File: src/rtl/muldiv_seq.sv
// muldiv_seq: iterative signed multiply / divide sequencer that produces the HI/LO
// results for the multicycle CPU's mult/div instructions. One radix-2
// shift/add-subtract datapath serves both operations. It takes WIDTH iterations,
// with a load cycle before them and a sign-fix cycle after them.
//
// Optional feature: define MULDIV_UNSIGNED_EN to add i_op_unsigned (multu/divu).
// When the macro is undefined, every operation is signed and the port is absent.
//
// Ports:
//   i_clk          system clock, rising edge
//   i_reset        synchronous, active-high reset
//   i_start        request pulse, sampled only in IDLE
//   i_op           0 = multiply, 1 = divide
//   i_op_unsigned  (MULDIV_UNSIGNED_EN only) treat operands as unsigned
//   i_a_in         multiplicand / dividend
//   i_b_in         multiplier / divisor
//   o_busy         high whenever the FSM is not in IDLE
//   o_done         single-cycle completion pulse
//   o_div_zero     divide-by-zero flag, held until the next accepted start
//   o_hi_out       product high half / remainder
//   o_lo_out       product low half / quotient
//
// state | meaning
// IDLE  | waiting for start
// LOAD  | form magnitudes and result signs, clear accumulator
// ITER  | one shift-add / restoring shift-subtract step per cycle
// FIX   | apply sign correction, write HI/LO
// DONE  | done pulse, then return to IDLE
module muldiv_seq #(
  parameter int WIDTH = 32
) (
  input  logic             i_clk,
  input  logic             i_reset,
  input  logic             i_start,
  input  logic             i_op,
`ifdef MULDIV_UNSIGNED_EN
  input  logic             i_op_unsigned,
`endif
  input  logic [WIDTH-1:0] i_a_in,
  input  logic [WIDTH-1:0] i_b_in,
  output logic             o_busy,
  output logic             o_done,
  output logic             o_div_zero,
  output logic [WIDTH-1:0] o_hi_out,
  output logic [WIDTH-1:0] o_lo_out
);

  localparam int CW = (WIDTH > 1) ? $clog2(WIDTH) : 1;
  localparam logic [CW-1:0] LAST_ITER = CW'(WIDTH - 1);

  typedef enum logic [2:0] {
    S_IDLE,
    S_LOAD,
    S_ITER,
    S_FIX,
    S_DONE
  } state_t;

  state_t            r_state;
  logic [WIDTH-1:0]  r_a;
  logic [WIDTH-1:0]  r_b;
  logic              r_op;
  logic              r_uns;
  logic [WIDTH-1:0]  r_m;        // multiplicand / divisor magnitude
  logic [WIDTH-1:0]  r_q;        // multiplier shifting out / quotient shifting in
  logic [WIDTH:0]    r_acc;      // partial product high half / partial remainder
  logic              r_neg_lo;
  logic              r_neg_hi;
  logic [CW-1:0]     r_cnt;
  logic              r_busy;
  logic              r_done;
  logic              r_div_zero;
  logic [WIDTH-1:0]  r_hi;
  logic [WIDTH-1:0]  r_lo;

  logic              w_start_uns;
  logic              w_sa;
  logic              w_sb;
  logic [WIDTH-1:0]  w_mag_a;
  logic [WIDTH-1:0]  w_mag_b;
  logic              w_b_zero;
  logic [WIDTH:0]    w_rem_shift;
  logic [WIDTH:0]    w_opa;
  logic [WIDTH:0]    w_opb;
  logic [WIDTH+1:0]  w_sum;
  logic              w_no_borrow;
  logic [WIDTH:0]    w_mul_t;
  logic [WIDTH:0]    w_acc_next;
  logic [WIDTH-1:0]  w_q_next;
  logic [2*WIDTH-1:0] w_prod;
  logic [2*WIDTH-1:0] w_prod_fix;
  logic [WIDTH-1:0]  w_quo_fix;
  logic [WIDTH-1:0]  w_rem_fix;

`ifdef MULDIV_UNSIGNED_EN
  assign w_start_uns = i_op_unsigned;
`else
  assign w_start_uns = 1'b0;
`endif

  assign w_sa     = r_a[WIDTH-1] & ~r_uns;
  assign w_sb     = r_b[WIDTH-1] & ~r_uns;
  // Negating -2^(W-1) gives 2^(W-1), and that value still fits as an unsigned magnitude.
  assign w_mag_a  = w_sa ? (~r_a + 1'b1) : r_a;
  assign w_mag_b  = w_sb ? (~r_b + 1'b1) : r_b;
  assign w_b_zero = (r_b == '0);

  // Shared adder. A multiply adds the multiplicand to the accumulator. A divide
  // subtracts the divisor from the shifted remainder. The subtraction is done as
  // a + ~b + 1, so a carry out of the top bit means no borrow, which means the
  // trial subtraction succeeded.
  assign w_rem_shift = {r_acc[WIDTH-1:0], r_q[WIDTH-1]};
  assign w_opa       = r_op ? w_rem_shift : r_acc;
  assign w_opb       = r_op ? ~{1'b0, r_m} : {1'b0, r_m};
  assign w_sum       = {1'b0, w_opa} + {1'b0, w_opb} + {{(WIDTH+1){1'b0}}, r_op};
  assign w_no_borrow = w_sum[WIDTH+1];

  assign w_mul_t    = r_q[0] ? w_sum[WIDTH:0] : r_acc;
  assign w_acc_next = r_op ? (w_no_borrow ? w_sum[WIDTH:0] : w_rem_shift)
                           : {1'b0, w_mul_t[WIDTH:1]};
  assign w_q_next   = r_op ? {r_q[WIDTH-2:0], w_no_borrow}
                           : {w_mul_t[0], r_q[WIDTH-1:1]};

  assign w_prod     = {r_acc[WIDTH-1:0], r_q};
  assign w_prod_fix = r_neg_hi ? (~w_prod + 1'b1) : w_prod;
  assign w_quo_fix  = r_neg_lo ? (~r_q + 1'b1) : r_q;
  assign w_rem_fix  = r_neg_hi ? (~r_acc[WIDTH-1:0] + 1'b1) : r_acc[WIDTH-1:0];

  always_ff @(posedge i_clk) begin
    if (i_reset) begin
      r_state    <= S_IDLE;
      r_a        <= '0;
      r_b        <= '0;
      r_op       <= 1'b0;
      r_uns      <= 1'b0;
      r_m        <= '0;
      r_q        <= '0;
      r_acc      <= '0;
      r_neg_lo   <= 1'b0;
      r_neg_hi   <= 1'b0;
      r_cnt      <= '0;
      r_busy     <= 1'b0;
      r_done     <= 1'b0;
      r_div_zero <= 1'b0;
      r_hi       <= '0;
      r_lo       <= '0;
    end else begin
      case (r_state)
        S_IDLE: begin
          r_done <= 1'b0;
          if (i_start) begin
            r_a        <= i_a_in;
            r_b        <= i_b_in;
            r_op       <= i_op;
            r_uns      <= w_start_uns;
            r_busy     <= 1'b1;
            r_div_zero <= 1'b0;
            r_state    <= S_LOAD;
          end
        end
        S_LOAD: begin
          r_m      <= r_op ? w_mag_b : w_mag_a;
          r_q      <= r_op ? w_mag_a : w_mag_b;
          r_acc    <= '0;
          r_cnt    <= '0;
          r_neg_lo <= w_sa ^ w_sb;
          // The remainder follows the sign of the dividend. The product uses one sign for both halves.
          r_neg_hi <= r_op ? w_sa : (w_sa ^ w_sb);
          if (r_op && w_b_zero) begin
            r_div_zero <= 1'b1;
            r_done     <= 1'b1;
            r_state    <= S_DONE;
          end else begin
            r_state <= S_ITER;
          end
        end
        S_ITER: begin
          r_acc <= w_acc_next;
          r_q   <= w_q_next;
          r_cnt <= r_cnt + 1'b1;
          if (r_cnt == LAST_ITER) begin
            r_state <= S_FIX;
          end
        end
        S_FIX: begin
          if (r_op) begin
            r_hi <= w_rem_fix;
            r_lo <= w_quo_fix;
          end else begin
            r_hi <= w_prod_fix[2*WIDTH-1:WIDTH];
            r_lo <= w_prod_fix[WIDTH-1:0];
          end
          r_done  <= 1'b1;
          r_state <= S_DONE;
        end
        S_DONE: begin
          r_done  <= 1'b0;
          r_busy  <= 1'b0;
          r_state <= S_IDLE;
        end
        default: begin
          r_state <= S_IDLE;
        end
      endcase
    end
  end

  assign o_busy     = r_busy;
  assign o_done     = r_done;
  assign o_div_zero = r_div_zero;
  assign o_hi_out   = r_hi;
  assign o_lo_out   = r_lo;

endmodule

File: config.mk
export PLATFORM = sky130hd
export DESIGN_NAME = muldiv_seq
export DESIGN_NICKNAME = d
export VERILOG_FILES = /design/src/rtl/muldiv_seq.sv
export SDC_FILE = /design/constraint.sdc
export NUM_CORES = 1
export LEC_CHECK = 0
export BUFFER_PORTS_ARGS = -buffer_cell sky130_fd_sc_hd__buf_2
export CORE_MARGIN = 1.5
export CORE_UTILIZATION = 55
export DETAILED_ROUTE_END_ITERATION = 7
export GPL_TIMING_DRIVEN = 0
export PLACE_DENSITY = 0.71
export REMOVE_ABC_BUFFERS = 1
export SLEW_MARGIN = 15
export SYNTH_ARGS = -nofsm -noshare
export SYNTH_HDL_FRONTEND = slang
export SYNTH_SLANG_ARGS = --single-unit
File: constraint.sdc
create_clock -name i_clk -period 9.53 [get_ports i_clk]
set_clock_uncertainty 0.15 [all_clocks]
set_input_delay 0.4765 -clock i_clk [delete_from_list [all_inputs] [get_ports i_clk]]
set_output_delay 0.4765 -clock i_clk [all_outputs]
set_load 0.01 [all_outputs]
; After elaboration in Yosys (flattened, before gate mapping)
; Index checks and enable logic that the tools add are counted.
; Widths: inputs -> output; s select.
[classes]
muxes = 29
reduce_logical = 13
eq_ne = 8
n_bitwise = 7
addsub = 8
[ops]
columns = op, n
row1 = $mux 32, 9
row2 = $mux 33, 5
row3 = $add 32x1->32 const B, 4
row4 = $not 32->32, 4
row5 = $pmux 33 s2, 1
row6 = $add 64x1->64 const B, 1
row7 = $mux 64, 1
row8 = $not 64->64, 1
row9 = $pmux 32 s2, 1
row10 = $add 33x33->34, 1
row11 = $add 34x1->34, 1
row12 = $not 32->33, 1
row13 = $logic_not 32->1, 1
row14 = $pmux 3 s4, 1
row15 = $pmux 5 s2, 1
row16 = $mux 3, 3
row17 = $reduce_and 2->1, 4
row18 = $eq 3x2->1 const B, 2
row19 = $ne 2x2->1 const B, 3
row20 = $reduce_bool 2->1, 3
row21 = $add 5x1->5 const B, 1
row22 = $eq 5x5->1 const B, 1
row23 = $mux 1, 4
row24 = $pmux 1 s2, 2
row25 = 9 further kinds, 9
[word_totals]
register_bits = 239

; Depth between registers and ports, before layout
[logic_depth]
word_depth = 7
ltp_mapped = 17
ltp_nobuf = 12

; Worst setup path before layout
; OpenSTA, ideal clock, no wires.
[synth_path]
path_kind = reg-to-reg
from = reg r_op
to = reg r_acc[21]
path_stages_with_launch = 17
n_path_buf = 5
setup_ns = 0.126
slack_ns = 4.950
required_ns = 9.254
arrival_ns = 4.305
cell_sequence = dfxtp_1 buf_1 clkbuf_1 clkbuf_1 buf_1 o21ai_0 ha_1 nand2_1 o31ai_1 a21oi_1 o21ai_0 a21o_1 and2_1 buf_4 mux2_2 a22oi_1 o21ai_0
[synth_between]
elab_chain_cells = 6
elab_cells_between_ends = 8
cone_classes = add/sub: 2 / mux: 6
[synth_rtl]
columns = item, line
row1 = "start, declared", 62  ; logic r_op;
row2 = "start signal, assigned", 154  ; r_op <= i_op;
row3 = "$mux 33, on equally long branches", "113, 114"
row4 = $add 33x33->34, 115  ; assign w_sum = {1'b0, w_opa} + {1'b0, w_opb} + {{(WIDTH+1){1'b0}}, r_op};
row5 = $add 34x1->34, 115
row6 = "$mux 33, on equally long branches", "118, 119"
row7 = $mux 33 (*), 119  ; assign w_acc_next = r_op ? (w_no_borrow ? w_sum[WIDTH:0] : w_rem_shift)
row8 = $pmux 33 s2 (*), 148  ; case (r_state)
row9 = "end signal, assigned", 178  ; r_acc <= w_acc_next;
row10 = "end, declared", 66  ; logic [WIDTH:0] r_acc;
; Every way passes the cells marked *; elsewhere a longest branch is shown, timed or not.
; A chain may end at the register's enable or synchronous reset.

; Final worst setup path
; Ends and elaborated chain as after synthesis.

==> flow_summary.yaml <==
status:
  status: "complete, no violations"
grt:
  grt.met2_usage: 0.455
  grt_pass1_wl_mm: 64.7
  gr-max-usage-layer: "met2"
  globalRouteOverflowTotal: 0
  grt_start_max_net_pins: 119
  use_met1: 0.370
  grt_usage: 0.274
  grt_pass1_vias: 12800
  use_met3: 0.0284
  antenna_found_initial: 0
setup_path:
  required_ns: 9.82
  worstPathMaxFanout: 52
  startpoint_type: "register"
  path_class: "register to register"
  worst_ep_arrival_time_ns: 5.31
  cp-end-kind: "register"
clocking:
  cts_tree: "done"
  path_clk_slew_ns: 0.07
  cts-htree-levels: 1
  insertion_delay_ns: 0.56
  cts_made_buffers: 28
  clk_path_buf_depth: 3
  cts_sinks: 239
  cts-root-buf: "clkbuf_16"
routing:
  drc: 0
  routedWlPerCell_um: 16.6
  via_count: 14100
  firstDrtPassIters: 6
  ant_nets: 0
  drt_iter0_drc: 756
  via_per_inst: 5.78
  wl_mm: 40.3
place:
  io_buffers: 134
  gp_congestion: 0.868
  dp_hpwl_mm: 28.9
  dpl_cell_area_um2: 16200
yosys:
  synth-compound-area-share: 0.248
  ys_ff_latch: 239
  yosysSeqAreaShare: 0.311
  synth_edf_count: 0
  synthSimpleGateAreaFrac: 0.192
  syn_area_per_cell_um2: 7.67
  synthFlopType: "dfxtp_1"
  syn_area_um2: 15400
  synth_top_family_by_area: "compound AO/OA/AOI/OAI gates"
  synth_warnings: 0
  synth-xor-area-share: 0.101
  syn_inst: 2007
  synth_cell_types: 75
  muxShareOfSynthArea: 0.0698
  synth-async-reset-ratio: 0
  synthAdderAreaFrac: 0.0314
final_layout:
  fin_nets: 2138
  post-route-cell-area_um2: 17400
  drive_above_1_share: 0.133
  syn2layout_area_growth_pct: 12.8
  n_fill_cell: 2505
  n_antenna_cell: 0
sta:
  finalHoldViolations: 0
  rsz0062_at_grt: "no"
  max_freq_mhz: 199
  drv_slew: 0
  setup_viol: 0
  fin_setup_tns_ns: 0
  relSlewSlack: 0.213
  period_minus_slack_ns: 5.02
  fin_crit_sh: 0.527
  worst_pin_slew_ns: 1.18
floorplan:
  die-area_um2: 29000
  die_w_um: 170
  die_h_um: 170
  row_count: 61
  io_pins: 135
  core_um2: 27700
  start_util: 0.556
hold_path:
  hp-class: "input port to register"
flow_run:
  maxCapViolations: 0
power:
  p_leak_nw: 6.84
  power.density_nw_per_um2: 165
  ir_drop_mv: 0.125
Yosys cell counts, drive strengths merged (8+ instances only):
| library cell | number | area (um2) |
|---|---|---|
| a221oi | 9 | 78.8 |
| dfxtp | 239 | 4780 |
| nand4 | 9 | 56.3 |
| a22o | 12 | 105 |
| nand2 | 339 | 1270 |
| a21oi | 219 | 1100 |
| a211oi | 69 | 518 |
| or4 | 9 | 75.1 |
| o21ai | 97 | 493 |
| clkbuf | 138 | 531 |
| xnor2 | 59 | 517 |
| o31ai | 26 | 195 |
| nor4 | 13 | 87.6 |
| nor2 | 175 | 664 |
| o221ai | 8 | 70.1 |
| or3 | 18 | 131 |
| nor3 | 22 | 115 |
| buf | 31 | 148 |
| xor2 | 118 | 1030 |
| mux2 | 35 | 394 |
| ha | 37 | 463 |
| o211ai | 41 | 308 |
| o41ai | 22 | 230 |
| nand3 | 27 | 135 |
| nand2b | 14 | 87.6 |
| a311oi | 9 | 78.8 |
| and2 | 8 | 50.1 |
| inv | 16 | 60.1 |
| nor2b | 19 | 119 |
| a22oi | 10 | 75.1 |
| mux2i | 68 | 681 |
| a21o | 24 | 180 |
sequential cells by signal, indices dropped and copies added (netlist names):
signal and flops:
r_cnt 5, r_state 3, r_op 1, o_done 1, r_neg_lo 1, o_hi_out 32, r_a 32, o_lo_out 32
r_b 32, r_q 32, o_busy 1, r_neg_hi 1, r_acc 33, o_div_zero 1, r_m 32
per-stage QoR:
stage          setup WS [ns]  hold WS [ns]  cells  total power [W]   util
2_1_floorplan         0.0154         0.274   1838          0.00155      -
3_3_place_gp           -2.85         0.288   2350          0.00172  0.573
3_5_place_dp            4.52         0.296   2364          0.00173  0.585
4_1_cts                 4.52      0.000523   2432          0.00287  0.627
5_1_grt                 4.09        0.0168   2432          0.00299  0.627
6_report                4.51        0.0172   2432          0.00286  0.627
report_power, final:
part / switching, W / total, W / internal (W)
logic: 0.000379 / 0.000608 / 0.000230
registers: 0.0000663 / 0.00111 / 0.00104
clock network: 0.000430 / 0.00114 / 0.000711
total: 0.000875 / 0.00286 / 0.00199
what timing repair did:
item / in CTS / in global routing
setup buffers: 0 / 0
hold buffers: 16 / 0
resized for setup: 0 / 0
hold endpoints to repair: 16 / 0
cell families (layout without fill, tap and decap cells):
group,Yosys count,after routing
compound gates,589,589
flops,239,239
fa+ha+maj,38,38
mux,103,103
buf+inv,185,232
xor+xnor,177,177
simple gates,676,676
layout make-up:
class | count | area, um2 | share of cell area
inverter | 16 | 60.1 | 0.00346
timing repair buffer | 164 | 1120 | 0.0643
multi-input combinational | 1583 | 9920 | 0.571
sequential | 239 | 4790 | 0.276
clock inverter | 10 | 131 | 0.00756
clock buffer | 42 | 875 | 0.0504
tap | 378 | 473 | 0.0272
layout by cell type (no fill, tap or decap), types with 20 or more instances in the layout:
cell         n
a211oi_1    69
a21o_1      24
a21oi_1    219
buf_2      133
clkbuf_16   29
dfxtp_1    234
ha_1        37
mux2_2      35
mux2i_1     68
nand2_1    337
nand3_1     27
nor2_1     171
nor3_1      20
o211ai_1    41
o21ai_0     93
o31ai_1     26
xnor2_1     59
xor2_1     118
path summary, 6_finish.rpt:
path,start,end,slack (ns),cells past startpoint
worst max register to register,r_op$_SDFFE_PP0P_,r_acc[21]$_SDFFE_PP0P_,4.51,12
worst min register to register,o_hi_out[14]$_SDFFE_PP0P_,o_hi_out[14]$_SDFFE_PP0P_,0.30,2
worst max-delay path,r_op$_SDFFE_PP0P_,r_acc[21]$_SDFFE_PP0P_,4.51,12
worst min-delay path,i_b_in[9],r_b[9]$_SDFFE_PP0P_,0.02,3
worst max-delay path, stage by stage (launching register included):
cell	delay (ns)
dfxtp_4	0.61
buf_16	0.30
mux2_2	0.38
ha_1	0.36
nand2_1	0.07
o31ai_1	0.67
a21oi_1	0.20
o21ai_0	0.57
a21o_1	0.21
and2_2	0.66
mux2_2	0.41
a22oi_1	0.12
o21ai_0	0.11
layer usage:
layer,vias up,wire length (um)
met5,-,0
met4,0,1040
met3,61,1970
met2,360,18600
met1,6455,18700
li1,7192,-
No activity file was read; power rests on OpenSTA's default activity.
